`src/rtl/tpumac.sv`:
```
// Multiply-accumulate cell for one position of the TPU systolic array.
// Define TPUMAC_SATURATE_EN to clamp MAC overflow instead of wrapping.
module tpumac #(
    parameter int BITS_AB = 8,
    parameter int BITS_C  = 16
) (
    input  logic                      clk,
    input  logic                      rst,
    input  logic                      en,
    input  logic                      WrEn,
    input  logic signed [BITS_AB-1:0] Ain,
    input  logic signed [BITS_AB-1:0] Bin,
    input  logic signed [BITS_C-1:0]  Cin,
    output logic signed [BITS_AB-1:0] Aout,
    output logic signed [BITS_AB-1:0] Bout,
    output logic signed [BITS_C-1:0]  Cout
);

    // No handshake: every rising edge with en or WrEn high consumes the inputs;
    // results appear on the registered outputs one cycle later.

    localparam int PW = 2 * BITS_AB;

    logic signed [PW-1:0]     prod;
    logic signed [BITS_C-1:0] prod_c;
    logic        [BITS_C-1:0] mac_res;

    logic [BITS_AB-1:0] aout_d, aout_q;
    logic [BITS_AB-1:0] bout_d, bout_q;
    logic [BITS_C-1:0]  cout_d, cout_q;

    assign prod = Ain * Bin;

    generate
        if (BITS_C > PW) begin : g_prod_ext
            assign prod_c = {{(BITS_C - PW){prod[PW-1]}}, prod};
        end else begin : g_prod_trunc
            assign prod_c = prod[BITS_C-1:0];
        end
    endgenerate

`ifdef TPUMAC_SATURATE_EN
    logic [BITS_C:0] sum_w;
    logic            ovf;

    // One guard bit: top two bits differing means the true sum left the range.
    assign sum_w = {Cin[BITS_C-1], Cin} + {prod_c[BITS_C-1], prod_c};
    assign ovf   = sum_w[BITS_C] ^ sum_w[BITS_C-1];

    always_comb begin
        mac_res = sum_w[BITS_C-1:0];
        if (ovf) begin
            if (sum_w[BITS_C]) begin
                mac_res = {1'b1, {(BITS_C - 1){1'b0}}};
            end else begin
                mac_res = {1'b0, {(BITS_C - 1){1'b1}}};
            end
        end
    end
`else
    // Wrapping only needs the low BITS_C bits of the guarded sum.
    assign mac_res = Cin + prod_c;
`endif

    always_comb begin
        aout_d = aout_q;
        bout_d = bout_q;
        cout_d = cout_q;
        if (en) begin
            aout_d = Ain;
            bout_d = Bin;
        end
        if (WrEn) begin
            cout_d = Cin;
        end else if (en) begin
            cout_d = mac_res;
        end
    end

    always_ff @(posedge clk) begin
        if (rst) begin
            aout_q <= '0;
            bout_q <= '0;
            cout_q <= '0;
        end else begin
            aout_q <= aout_d;
            bout_q <= bout_d;
            cout_q <= cout_d;
        end
    end

    assign Aout = aout_q;
    assign Bout = bout_q;
    assign Cout = cout_q;

endmodule

```
`config.mk`:
```
export PLATFORM = sky130hd
export DESIGN_NAME = tpumac
export DESIGN_NICKNAME = d
export VERILOG_FILES = /design/src/rtl/tpumac.sv
export SDC_FILE = /design/constraint.sdc
export NUM_CORES = 1
export LEC_CHECK = 0
export CAP_MARGIN = 40
export CORE_UTILIZATION = 50
export CTS_CLUSTER_SIZE = 24
export DETAILED_ROUTE_END_ITERATION = 6
export HOLD_SLACK_MARGIN = 0.15
export PLACE_DENSITY_LB_ADDON = 0.25
export SYNTH_ARGS = -nofsm -noshare
export SYNTH_HDL_FRONTEND = slang
export SYNTH_SLANG_ARGS = --single-unit
```
`constraint.sdc`:
```
create_clock -name clk -period 4.8 [get_ports clk]
set_input_delay 0.48 -clock clk [delete_from_list [all_inputs] [get_ports clk]]
set_output_delay 0.48 -clock clk [all_outputs]
set_load 0.02 [all_outputs]
```
After elaboration in Yosys (flattened, before gate mapping) --
Index checks and enable logic that the tools add are counted.
Storage, ports and cells: register bits after elaboration 32, bits of input ports 36, memory bits (read-only) 0, logic and storage cells 8, bits in writable memories 0, bits in latches 0, memories kept 0
Operators by class: $add $sub $neg 1, equal/unequal tests 0, divide/modulo/power cells 0, shift operators 0, mux-type cells 2, magnitude comparators 0, reductions and logical operators 1, $mul 1, bitwise operators 0
Operators by type and width (count):
- 2-to-1 mux 16 bit | 2
- adder 16 bit | 1
- multiplier 8 x 8 -> 16 bit | 1
- nonzero test 2 bit | 1

Depth between registers and ports, before layout --
Gate-level depths: netlist of the first run.
depth in word-level cells 4, mapped depth 18, depth with buffers taken out 18

Worst setup path after synthesis of the first run --
Ideal clock, no wire load.
path type input port to flip-flop, from input port Bin[0], to register cout_q[15], in the netlist Cout[15], required time 4.680 ns, stages 15, setup slack -0.320 ns, arrival 5.000 ns, library setup time 0.120 ns, cells stage by stage clkbuf_1 > and2_1 > inv_1 > fa_1 > inv_1 > fa_1 > fa_1 > fa_1 > fa_1 > ha_1 > o21a_1 > o21a_1 > o32ai_2 > nor3_1 > a211o_1
On the way: cells in the longest elaborated chain, start to end 4
Ends and longest elaborated chain:
- start: declaration | line 12 | input logic signed [BITS_AB-1:0] Bin,
- multiplier 8 x 8 -> 16 bit | line 32 | assign prod = Ain * Bin;
- adder 16 bit | line 62 | assign mac_res = Cin + prod_c;
- 2-to-1 mux 16 bit | line 75 | end else if (en) begin
- 2-to-1 mux 16 bit | line 73 | if (WrEn) begin
- end signal: assignment | line 88 | cout_q <= cout_d;
- end: declaration | line 30 | logic [BITS_C-1:0] cout_d, cout_q;
Every way passes these cells. The select of a mux whose other input is x is not followed. A chain may end at the register's enable or synchronous reset.

Final worst setup path of the first run --
from input port Cin[4], to register cout_q[8], in the netlist Cout[8]
On the way: cells in the longest elaborated chain, start to end 3
Ends and longest elaborated chain:
- start: declaration | line 13 | input logic signed [BITS_C-1:0] Cin,
- adder 16 bit | line 62
- 2-to-1 mux 16 bit | line 75
- 2-to-1 mux 16 bit | line 73
Every way passes these cells. The select of a mux whose other input is x is not followed.

==> impl_metrics.py, run 1 <==
metrics = {
    "synth": {
        "synth_common_cells": "inv_1, fa_1, nor2_1, ha_1",
        "synth_async_sr_flop_share": 0,
        "avgSynthCellArea_sq_um": 9.52,
        "synth_enable_flop_cells": 0,
        "postSynthNetCount": 585,
        "synth_top_cell_by_area": "fa_1",
        "netlist_area_sq_mm": 0.00420,
        "synth_ff_type": "dfxtp_1",
        "postSynthCellCount": 441,
        "yosysTopAreaCellShare": 0.339,
        "ys_top_cells_by_area": "fa_1, dfxtp_1, ha_1",
        "ys_seq_area_frac": 0.153,
        "netlist-cell-type-count": 39,
        "synth_most_common_cell": "inv_1",
        "yosysWarnings": 0,
        "synth_seq_cells": 32,
    },
    "cts": {
        "h-tree-depth": 2,
        "root_buffer": "clkbuf_8",
        "clk-insertion-delay-late_ns": 0.28,
        "cts_tree": "yes",
        "cts.sinks": 32,
        "cts_buffers": 5,
        "clk_pin_slew_worst_paths_ns": 0.08,
        "clockBufferDepth": 2,
        "ctsHoldBuffers": 0,
    },
    "place": {
        "io_buffers": 67,
        "placed_cells": 646,
        "gp_congestion": 0.845,
        "dp_slack_ns": -0.528,
        "detailed_place_hpwl_um": 7850,
    },
    "power_and_ir_drop": {
        "finalPower_mw": 2.98,
        "p_leak_nw": 2.73,
        "vdd_drop_max_mv": 0.553,
        "powerDensity_mw_per_mm2": 546,
    },
    "critical_path": {
        "critical_path_class": "input pin to flop",
        "slowest_delay_ns": 0.53,
        "worstSetupStartpointType": "input pin",
        "cp.buffers_inverters": 5,
        "crit_chain": "clkdlybuf4s50_1 > inv_2 > fa_1 > inv_1 > fa_1 > ha_1 > inv_1 > fa_1 > inv_1 > ha_1 > ha_2 > fa_2 > a21o_1 > a21o_2 > xor2_1 > mux2_2 > mux2i_1 > nor2_1",
        "arrival_ns": 4.80,
        "crit_fanout": 3,
        "end_kind": "flop",
        "crit_family": "adder cells",
        "worst_path_max_delay_cell": "fa_1",
        "cp.required_ns": 4.97,
    },
    "floorplanning": {
        "rows": 33,
        "fp.dieW_um": 93.6,
        "initial_utilization": 0.513,
        "die_y_um": 93.6,
        "fp.coreArea_sq_mm": 0.00818,
        "dieArea_sq_mm": 0.00876,
        "boundaryPins": 68,
    },
    "route": {
        "wl_met3_um": 333,
        "drt-total-wl_um": 9140,
        "via_per_inst": 5.09,
        "top_layer": "met4",
        "dr.pass1.iters": 4,
        "wl_met2_um": 4970,
        "remaining_drc_errors": 0,
        "routedWlPerCell_um": 14.0,
        "drtIter0Drc": 83,
        "drtAntennaViolNets": 0,
        "vias": 3327,
        "wl_met1_um": 3680,
    },
    "sta": {
        "slew-limit-headroom": 0.762,
        "rsz0062_at_grt": "false",
        "fin_crit_ns": 4.63,
        "timing.final.ws_setup_ns": 0.172,
        "hold_viol_final": 0,
        "fin_crit_sh": 0.964,
        "setup_viol": 0,
        "maxSlewViolCount": 0,
        "max_freq_mhz": 216,
        "tightest_slew_ns": 0.357,
        "fin_skew_ns": 0,
    },
    "grt": {
        "antenna_found_initial": 0,
        "grt_pass1_vias": 3534,
        "gr-total-overflow": 0,
        "grt.total_usage": 0.234,
        "grt_pass1_wl_um": 15800,
        "grt_max_degree": 34,
    },
    "finish": {
        "fin_cells": 654,
        "area_growth_pct": 30.3,
        "diodes": 0,
        "fillers": 670,
        "drive_gt1_frac": 0.148,
        "fin_nets": 692,
    },
    "run_status": {
        "outcome": "complete, no violations",
    },
    "job": {
        "cap_violations": 0,
    },
    "min_path": {
        "hp-class": "input pin to flop",
    },
}
==> registers in the layout, summed over array words and instances, names as in the netlist <==
register,cells
Bout,8
Aout,8
Cout,16
==> metal layers <==
metal  vias up  GRT usage
met5         -          0
met4         0     0.0590
met3        13     0.0252
met2        68      0.437
met1      1643      0.286
li1       1603          -
==> worst reg2reg max path, delay by kind of cell (launching register included) <==
kind	cells	cell delay (ns)
compound gates	1	0.21
flops	1	0.31
mux	1	0.25
simple gates	1	0.07
==> placed cells by master, fill, tap and decap left out, types with 2 or more instances in the layout <==
master | synthesis | final
nor2b_1 | 6 | 6
clkdlybuf4s50_1 | 0 | 49
a211o_1 | 2 | 2
nor2_1 | 38 | 38
mux2i_1 | 19 | 19
clkbuf_8 | 0 | 5
inv_1 | 73 | 71
ha_1 | 37 | 36
dfxtp_1 | 32 | 32
buf_4 | 0 | 43
mux2_2 | 2 | 2
xnor2_1 | 15 | 15
a21oi_1 | 12 | 10
o21ai_0 | 7 | 6
fa_1 | 71 | 69
and2_4 | 0 | 3
a211oi_1 | 15 | 14
and2_1 | 32 | 28
a21o_1 | 3 | 3
a21oi_2 | 1 | 3
o21bai_2 | 2 | 2
o21ai_1 | 1 | 2
dlygate4sd2_1 | 0 | 8
o21a_1 | 2 | 2
inv_2 | 0 | 3
xor2_1 | 3 | 3
fa_2 | 0 | 2
buf_6 | 0 | 3
dlymetal6s2s_1 | 0 | 7
nor3_1 | 4 | 4
nand2b_1 | 5 | 5
a221oi_1 | 2 | 2
nand2_1 | 30 | 29
==> worst paths after layout <==
| path | start | end | slack [ns] | cells after the start |
|---|---|---|---|---|
| setup reg to reg | Cout[10] | Cout[10] | 3.83 | 3 |
| hold reg to reg | Bout[7] | Bout[7] | 0.50 | 2 |
| hold / removal | Cin[6] | Cout[6] | 0.48 | 3 |
| setup / recovery | Cin[4] | Cout[8] | 0.17 | 18 |
==> metrics by stage <==
step / area [sq um] / util / hold slack [ns] / setup TNS (ns)
2_1_floorplan: 4200 / - / 0.583 / 0
3_3_place_gp: 5280 / 0.646 / 0.471 / -2.40
3_5_place_dp: 5320 / 0.650 / 0.484 / -3.28
4_1_cts: 5420 / 0.663 / 0.500 / 0
5_1_grt: 5470 / 0.669 / 0.532 / 0
6_report: 5470 / 0.669 / 0.481 / 0
==> cell families (layout without fill, tap and decap cells) <==
group                    Yosys count  count (layout)  share of synthesized area
AO/OA/AOI/OAI                     54              54                     0.0918
flip-flops                        32              32                      0.153
XOR/XNOR                          18              18                     0.0376
buffers and inverters             89             197                     0.0805
adder cells (fa/ha/maj)          108             108                      0.449
AND/OR/NAND/NOR                  119             119                      0.138
multiplexers                      21              21                     0.0507
==> area by class of cell <==
type,count,area (sq um),share of cell area
Multi-Input combinational cell,320,3250,0.594
Timing Repair Buffer,115,1060,0.194
Sequential cell,32,641,0.117
Inverter,74,278,0.0508
Tap cell,105,131,0.0240
Clock buffer,6,72.6,0.0133
Clock inverter,2,35.0,0.00641
==> power by group <==
| group | switching (mW) | leakage [nW] | internal [mW] | total [mW] |
|---|---|---|---|---|
| combinational | 1.17 | 2.41 | 1.22 | 2.39 |
| clock | 0.110 | 0.0552 | 0.154 | 0.264 |
| sequential | 0.0220 | 0.265 | 0.311 | 0.333 |
==> repair_timing <==
item                                    CTS  global route
pin swaps                                 1            11
setup buffers                             0             0
endpoints found under the setup margin    8             8
resized for setup                        14            23
(Power assumes the default switching activity.)
==> inputs of run 2 (changes only) <==
- CTS_BUF_LIST: default -> sky130_fd_sc_hd__clkbuf_8
- RECOVER_POWER: default -> 50
==> run 2 against run 1 <==
Against the previous run:
- sequential power hardly changed
- largest power group unchanged
- clock power barely moved
- via count is essentially flat
- largest cell class unchanged
==> impl_metrics.py, run 2 (synthesis gave the netlist of run 1 again) <==
metrics = {
    "route": {
        "drt-total-wl_um": 9140,
        "remaining_drc_errors": 0,
        "vias": 3329,
        "wl_met3_um": 333,
        "drtAntennaViolNets": 0,
        "wl_met1_um": 3660,
        "dr.pass1.iters": 4,
        "wl_met2_um": 4990,
        "via_per_inst": 5.09,
        "routedWlPerCell_um": 14.0,
        "top_layer": "met4",
        "drtIter0Drc": 104,
    },
    "finish": {
        "area_growth_pct": 30.2,
        "multi_input_area_sq_mm": 0.00325,
        "design_area_sq_mm": 0.00546,
        "regArea_sq_um": 641,
        "layout_commonest_cell": "inv_1",
        "diodes": 0,
        "largest_reg_flops": 16,
        "fin_nets": 692,
        "mostFrequentLayoutCells": "inv_1, fa_1, buf_4, nor2_1, ha_1",
        "drive_gt1_frac": 0.146,
        "fillers": 670,
    },
    "power_and_ir_drop": {
        "vdd_drop_max_mv": 0.546,
        "p_leak_nw": 2.76,
        "powerDensity_mw_per_mm2": 544,
    },
    "critical_path": {
        "crit_cells": 18,
        "worstSetupStartpointType": "input pin",
        "cp.required_ns": 4.97,
        "reg2regPathDepth": 3,
        "r2r_end": "Cout[10]",
        "crit_chain": "clkdlybuf4s50_1 > inv_2 > fa_1 > inv_1 > fa_1 > ha_1 > inv_1 > fa_1 > inv_1 > ha_1 > ha_2 > fa_2 > a21o_1 > a21o_2 > xor2_1 > mux2_2 > mux2i_1 > nor2_1",
        "arrival_ns": 4.80,
        "cp.buffers_inverters": 5,
        "rrSetupSlack_ns": 3.83,
        "reg2reg_from": "Cout[10]",
        "slowest_delay_ns": 0.53,
        "worst_path_max_delay_cell": "fa_1",
        "critical_path_class": "input pin to flop",
        "end_kind": "flop",
        "crit_family": "adder cells",
        "crit_fanout": 3,
    },
    "cts": {
        "cts_setup_buffers": 0,
        "cts.sinks": 32,
        "clk-insertion-delay-late_ns": 0.28,
        "clk_pin_slew_worst_paths_ns": 0.08,
        "h-tree-depth": 2,
        "cts_buffers": 5,
        "cts_tree": "yes",
        "clockBufferDepth": 2,
        "root_buffer": "clkbuf_8",
    },
    "floorplanning": {
        "initial_utilization": 0.513,
        "boundaryPins": 68,
        "fp.coreArea_sq_mm": 0.00818,
        "fp.dieW_um": 93.6,
        "rows": 33,
        "dieArea_sq_mm": 0.00876,
        "die_y_um": 93.6,
    },
    "min_path": {
        "whs_endpoint": "Cout[6]",
        "hp-class": "input pin to flop",
        "min_from": "Cin[6]",
        "worstHoldPathCells": 3,
    },
    "sta": {
        "rsz0062_at_grt": "false",
        "maxSlewViolCount": 0,
        "fin_crit_sh": 0.964,
        "setup_viol": 0,
        "max_freq_mhz": 216,
        "fin_skew_ns": 0,
        "fin_crit_ns": 4.63,
        "hold_viol_final": 0,
        "tightest_slew_ns": 0.358,
        "slew-limit-headroom": 0.761,
        "hold_ws_ns": 0.481,
        "tns_ns": 0,
    },
    "run_status": {
        "outcome": "complete, no violations",
    },
    "place": {
        "detailed_place_hpwl_um": 7850,
        "gp_congestion": 0.845,
        "post_dp_cell_area_sq_mm": 0.00532,
        "io_buffers": 67,
    },
    "grt": {
        "grt.total_usage": 0.234,
        "gr-total-overflow": 0,
        "antenna_found_initial": 0,
        "grt_max_degree": 34,
        "grt_pass1_wl_um": 15800,
        "grt_pass1_vias": 3534,
    },
    "job": {
        "cap_violations": 0,
    },
}
==> run 2: cell types whose count changed in the layout (fill, tap and decap cells not counted), sizes merged <==
cell,previous run,this run
clkdlybuf4s50,49,34
dlygate4sd3,0,15
buf,49,48
inv,74,75
==> run 2: where the power goes <==
part | internal (mW) | switching [mW] | leakage [nW]
Sequential | 0.311 | 0.0212 | 0.265
Combinational | 1.21 | 1.17 | 2.43
Clock | 0.152 | 0.111 | 0.0593
==> run 2: layout make-up <==
| class | instances | area share |
|---|---|---|
| Inverter | 74 | 0.0508 |
| Tap cell | 105 | 0.0240 |
| Clock buffer | 5 | 0.0126 |
| Multi-Input combinational cell | 320 | 0.595 |
| Sequential cell | 32 | 0.117 |
| Timing Repair Buffer | 115 | 0.193 |
| Clock inverter | 3 | 0.00710 |
==> run 2: worst register-to-register path: cells and delay by family (launching register included) <==
kind	cells	cell delay, ns
and+or+nand+nor	1	0.07
AOI/OAI and AO/OA	1	0.21
DFF	1	0.31
muxes	1	0.25
==> run 2: how the worst max path moves through the flow <==
stage	from	slack, ns	endpoint
6_report	Cin[4]	0.17	Cout[8]
2_1_floorplan	Bin[0]	0.007	Cout[15]
3_3_place_gp	Bin[0]	-0.33	Cout[15]
4_1_cts	Cin[4]	0.007	Cout[14]
3_5_place_dp	Bin[1]	-0.53	Cout[14]
5_1_grt	Cin[4]	0.008	Cout[8]
==> run 2: metrics by stage <==
stage | setup WS (ns) | std cells | utilization | power, mW
finish | 0.173 | 654 | 0.668 | 2.97
global route | 0.00762 | 654 | 0.668 | 3.30
CTS | 0.00722 | 654 | 0.663 | 3.01
detailed placement | -0.528 | 646 | 0.650 | 2.71
global placement | -0.332 | 644 | 0.646 | 2.63
floorplan | 0.00729 | 441 | - | 1.96
==> run 2: per-layer routing <==
| metal | GRT usage | up-vias |
|---|---|---|
| li1 | - | 1604 |
| met1 | 0.286 | 1643 |
| met2 | 0.437 | 69 |
| met3 | 0.0252 | 13 |
| met4 | 0.0590 | 0 |
| met5 | 0 | - |
==> run 2: timing repair <==
item                       in CTS  in global routing
gates resized for setup        14                 23
setup endpoints to repair       8                  8
pin swaps                       1                 11
hold buffers                    0                  0
==> RTL edit 1, RTL diff (flow settings as in run 1) <==
Put one more register stage on the output `Cout`, with the module's reset. The value now appears one clock later. The other outputs are not delayed to match.
--- a/src/rtl/tpumac.sv
+++ b/src/rtl/tpumac.sv
@@ -93,3 +93,9 @@
     assign Bout = bout_q;
-    assign Cout = cout_q;
+    always_ff @(posedge clk) begin
+        if (rst) begin
+            Cout <= '0;
+        end else begin
+            Cout <= cout_q;
+        end
+    end
 
Formal check against the unedited RTL: not equivalent (a bounded check fails within 4 cycles, from zero or initial values and one cycle with rst high).
==> RTL edit 1 against run 1 <==
- the flow now finishes with violations (design-rule violations)
- routed wire length grew 13%
- worst setup slack lost 34 ps
- total power grew 8.4%
- sequential cell count grew 16
- area after synthesis grew 9.0%
- final area grew 8.4%
- final cell count grew 5.2%
==> RTL edit 1: results (changes against run 1) <==
Global routing
  – Gr usage total: 23.4% (about the same)
  – Met1 usage: 26.7% (was 28.6%)
  – Number of global-route vias before repair: 3894 (was 3534)
  – GR Util met3: 3.74% (was 2.52%)
  – Met2 usage: 42.9% (was 43.7%)
  – First-pass GRT wire length: 17500 um (was 15800 um)

Synth
  – Yosys cell types: 35 (was 39)
  – Leading post-synthesis cells by cell area: fa_1, dfxtp_1, ha_1 (unchanged)
  – Syn_nets: 614 (was 585)
  – Share of the yosys chip area belonging to registers: 21.0% (was 15.3%)
  – Most frequent cells after synthesis: inv_1, fa_1, dfxtp_1, ha_1, nor2_1 (was inv_1, fa_1, nor2_1, ha_1)

Status
  – Violated checks: design-rule violations
  – Status: finished with violations (was finished, final reports clean)

Worst setup path
  – Critical-path maximum fanout: 4 (was 3)
  – RR Startpoint: cout_q[12] (was Cout[10])
  – Critical Path Start: Ain[0] (was Cin[4])
  – Reg2reg end: cout_q[12] (was Cout[10])

Worst hold path
  – Hold path start: cout_q[3] (was Cin[6])
  – Worst hold stages: 1 (was 3)
  – Hold endpoint: Cout[3] (was Cout[6])
  – HP Class: reg2reg (was in2reg)

Finish
  – Fillers: 687 (was 670)
  – Layout Nets: 724 (was 692)
  – Layout cell share with drive strength beyond 1: 16.2% (was 14.8%)

Route
  – DRC viols: 7 (was 0)
  – Vias per cell: 5.15 (was 5.09)
  – Wire per inst: 15.0 um (was 14.0 um)
  – Initial DRC Count: 111 (was 83)

Pwr
  – Lkg Pwr: 2.82 nW (was 2.73 nW)
  – Peak supply drop: 0.000395 V (was 0.000553 V)

STA
  – Max-slew headroom: 40.8% (was 76.2%)
  – Clk_skew: 11.3 ps (was 0 ps)

Clocking
  – Clk_lat worst skew: 310 ps (was 280 ps)

Place
  – Post-DP HPWL: 8420 um (was 7850 um)
  – Gpl congestion: 0.820 (was 0.845)
-- RTL edit 1: cell types whose count changed after synthesis, sizes merged, moves of 2 or more --
cell	before	now
nand2	30	33
and3	0	2
nor2b	6	21
dfxtp	32	48
buf	5	3
clkbuf	10	13
-- RTL edit 1: metrics by stage --
step / hold slack (ps) / std cells / power (mW) / utilization [%] / setup slack [ps]
6_report: 462 / 688 / 3.24 / 67.3 / 137
5_1_grt: 476 / 688 / 3.59 / 67.3 / -22.6
4_1_cts: 465 / 687 / 3.15 / 66.8 / 1.42
3_5_place_dp: 447 / 679 / 2.74 / 64.9 / -648
3_3_place_gp: 444 / 677 / 2.70 / 64.4 / -588
2_1_floorplan: 429 / 470 / 2.06 / - / 9.79
-- RTL edit 1: final cells by class --
| type | instances | area share (%) |
|---|---|---|
| Clock inverter | 2 | 1.01 |
| Timing Repair Buffer | 119 | 17.4 |
| Clock buffer | 5 | 1.16 |
| Inverter | 73 | 4.65 |
| Multi-Input combinational cell | 333 | 57.3 |
| Sequential cell | 48 | 16.2 |
| Tap cell | 108 | 2.28 |
-- RTL edit 1: worst max-delay path: stages --
cell and delay, ps:
dlygate4sd2_1 280, nand2b_1 170, fa_1 460, fa_1 510, inv_1 60, fa_1 550
fa_1 430, fa_1 530, ha_4 210, a21o_1 210, a2111oi_4 410, o21bai_1 130
xor2_1 170, a211o_1 270
-- RTL edit 1: cell families (layout without fill, tap and decap cells) --
| family | after synthesis | count (layout) | synth area share [%] |
|---|---|---|---|
| buf+inv | 89 | 199 | 7.36 |
| compound gates | 51 | 51 | 7.85 |
| mux | 20 | 20 | 4.40 |
| simple gates | 135 | 135 | 14.6 |
| fa+ha+maj | 108 | 108 | 41.2 |
| flops | 48 | 48 | 21.0 |
| xor+xnor | 19 | 19 | 3.64 |
-- RTL edit 1: power by group through the flow --
stage                     Clock, mW  Sequential (mW)  Combinational [mW]
after floorplan                   0            0.523                1.54
after global placement            0            0.494                2.21
after detailed placement          0            0.494                2.24
after CTS                     0.360            0.485                2.31
after global routing          0.376            0.492                2.72
final                         0.355            0.484                2.40
-- RTL edit 1: worst max-delay path by stage --
stage                             to  slack (ps)  cells past startpoint
after floorplan           cout_q[12]          10                     18
after global placement    cout_q[14]        -590                     18
after detailed placement  cout_q[12]        -650                     15
after CTS                 cout_q[12]           1                     15
after global routing      cout_q[12]         -20                     18
final                     cout_q[12]         140                     14
-- RTL edit 1: per-layer routing --
layer  wire length (um)  vias to the layer above
met2               5510                       76
met1               4030                     1744
li1                   -                     1697
met5                  0                        -
met3                403                       26
met4                381                        0
-- RTL edit 1: repair_timing --
action / CTS / global route
pin swaps: 11 / 16
hold buffers: 0 / 0
buffers inserted: 1 / 1
gates resized for setup: 38 / 28
setup endpoints to repair: 7 / 5
cloned: 0 / 0
==> RTL edit 2, RTL diff (flow settings as in run 1) <==
Without the edit above. Build with the macro `TPUMAC_SATURATE_EN` defined.
--- a/src/rtl/tpumac.sv
+++ b/src/rtl/tpumac.sv
@@ -2,2 +2,4 @@
 // Define TPUMAC_SATURATE_EN to clamp MAC overflow instead of wrapping.
+`define TPUMAC_SATURATE_EN
+
 module tpumac #(
Behaviour: not the same (Yosys sat finds a counterexample within 4 cycles, from zero or initial values and one cycle with rst high).
==> RTL edit 2 against run 1 <==
- the flow now finishes with violations (negative setup slack)
- global-route usage grew 4.5 points
- area after synthesis grew 5.8%
- sequential cell count is the same
- critical path depth shrank 3
- worst setup slack lost 320 ps
- sequential share of layout area shrank 1.8 points
- final area grew 18%
- routed wire length grew 36%
- worst hold slack lost 16 ps
- critical endpoint is now Cout[12]
Power is not compared: it rests on default switching activity, and its combinational part moved more than twofold at a synthesized area within 25%.
==> RTL edit 2: results (changes against run 1) <==
Place
  – Gpl congestion: 0.834 (was 0.845)
  – Placed cells: 702 (was 646)
  – Dpl cell area: 0.00580 mm2 (was 0.00532 mm2)
  – Worst slack, placed: -1140 ps (was -528 ps)
  – Post-DP HPWL: 9110 um (was 7850 um)

Finish
  – Final non-filler cell total: 732 (was 654)
  – Layout cell share with drive strength beyond 1: 35.7% (was 14.8%)

Clocking
  – Clock Root Buffer: clkbuf_8 (unchanged)
  – # Post-CTS Setup Buffers: 12 (was 0)
  – Resized Gates After CTS: 141 (was 14)

Synth
  – Syn_nets: 620 (was 585)
  – Leading post-synthesis cells by cell area: fa_1, dfxtp_1, ha_1 (unchanged)
  – Synth warn: 0 (unchanged)
  – Yosys cell types: 44 (was 39)
  – Share of the yosys chip area belonging to registers: 14.4% (was 15.3%)
  – Yosys top cell area share: 34.3% (was 33.9%)

Status
  – Violated checks: negative setup slack
  – Status: finished with violations (was finished, final reports clean)

Worst hold path
  – Hold endpoint: Bout[5] (was Cout[6])
  – Hold path start: Bin[5] (was Cin[6])

STA
  – Worst hold margin: 465 ps (was 481 ps)
  – Fmax: 202 MHz (was 216 MHz)
  – Worst setup slack after layout: -152 ps (was 172 ps)
  – # setup viols final: 16 (was 0)
  – Clk_skew: 0 ps (unchanged)
  – Max-slew headroom: 67.2% (was 76.2%)
  – Setup TNS: -1870 ps (was 0 ps)

Worst setup path
  – Crit-path max cell delay: 630 ps (was 530 ps)
  – Critical-path maximum fanout: 6 (was 3)
  – Internal reg-to-reg setup slack: 3870 ps (was 3830 ps)
  – Critical Path Start: Cin[8] (was Cin[4])
  – Critical Path AT: 5170 ps (was 4800 ps)
  – Reg2reg end: Cout[15] (was Cout[10])
  – Crit-path slowest cell: fa_2 (was fa_1)

Pwr
  – Total power: between 5 and 6 mW

Global routing
  – Gr usage total: 27.9% (was 23.4%)

Route
  – Initial DRC Count: 144 (was 83)
  – Wire per inst: 17.0 um (was 14.0 um)
  – Vias per cell: 5.29 (was 5.09)
RTL edit 2: kinds of logic (layout without fill, tap and decap cells):
family                     Yosys count  in the layout  share of synthesized area [%]
and+or+nand+nor                    128            128                           13.5
buffers and inverters              100            255                           8.71
DFF                                 32             32                           14.4
AOI/OAI and AO/OA                   60             60                           10.8
muxes                               19             19                           4.28
xor gates and xnor gates            15             15                           2.96
adders and majority gates          115            115                           45.3
RTL edit 2: area by class of cell:
type / count / area, um2
inverters: 80 / 305
flip-flops and latches: 32 / 641
clock buffers: 6 / 72.6
well taps: 108 / 135
multi-input cells: 337 / 3880
clock inverters: 1 / 5.00
repair buffers: 168 / 1440
fillers: 587 / 2210
RTL edit 2: per-layer routing:
metal  share of wire (%)  track usage (%)  vias up
li1                    -                -     1799
met1                  38             32.2     1933
met2                  55             52.0      104
met3                 4.5             3.71       34
met4                 3.1             10.6        0
met5                   0                0        -
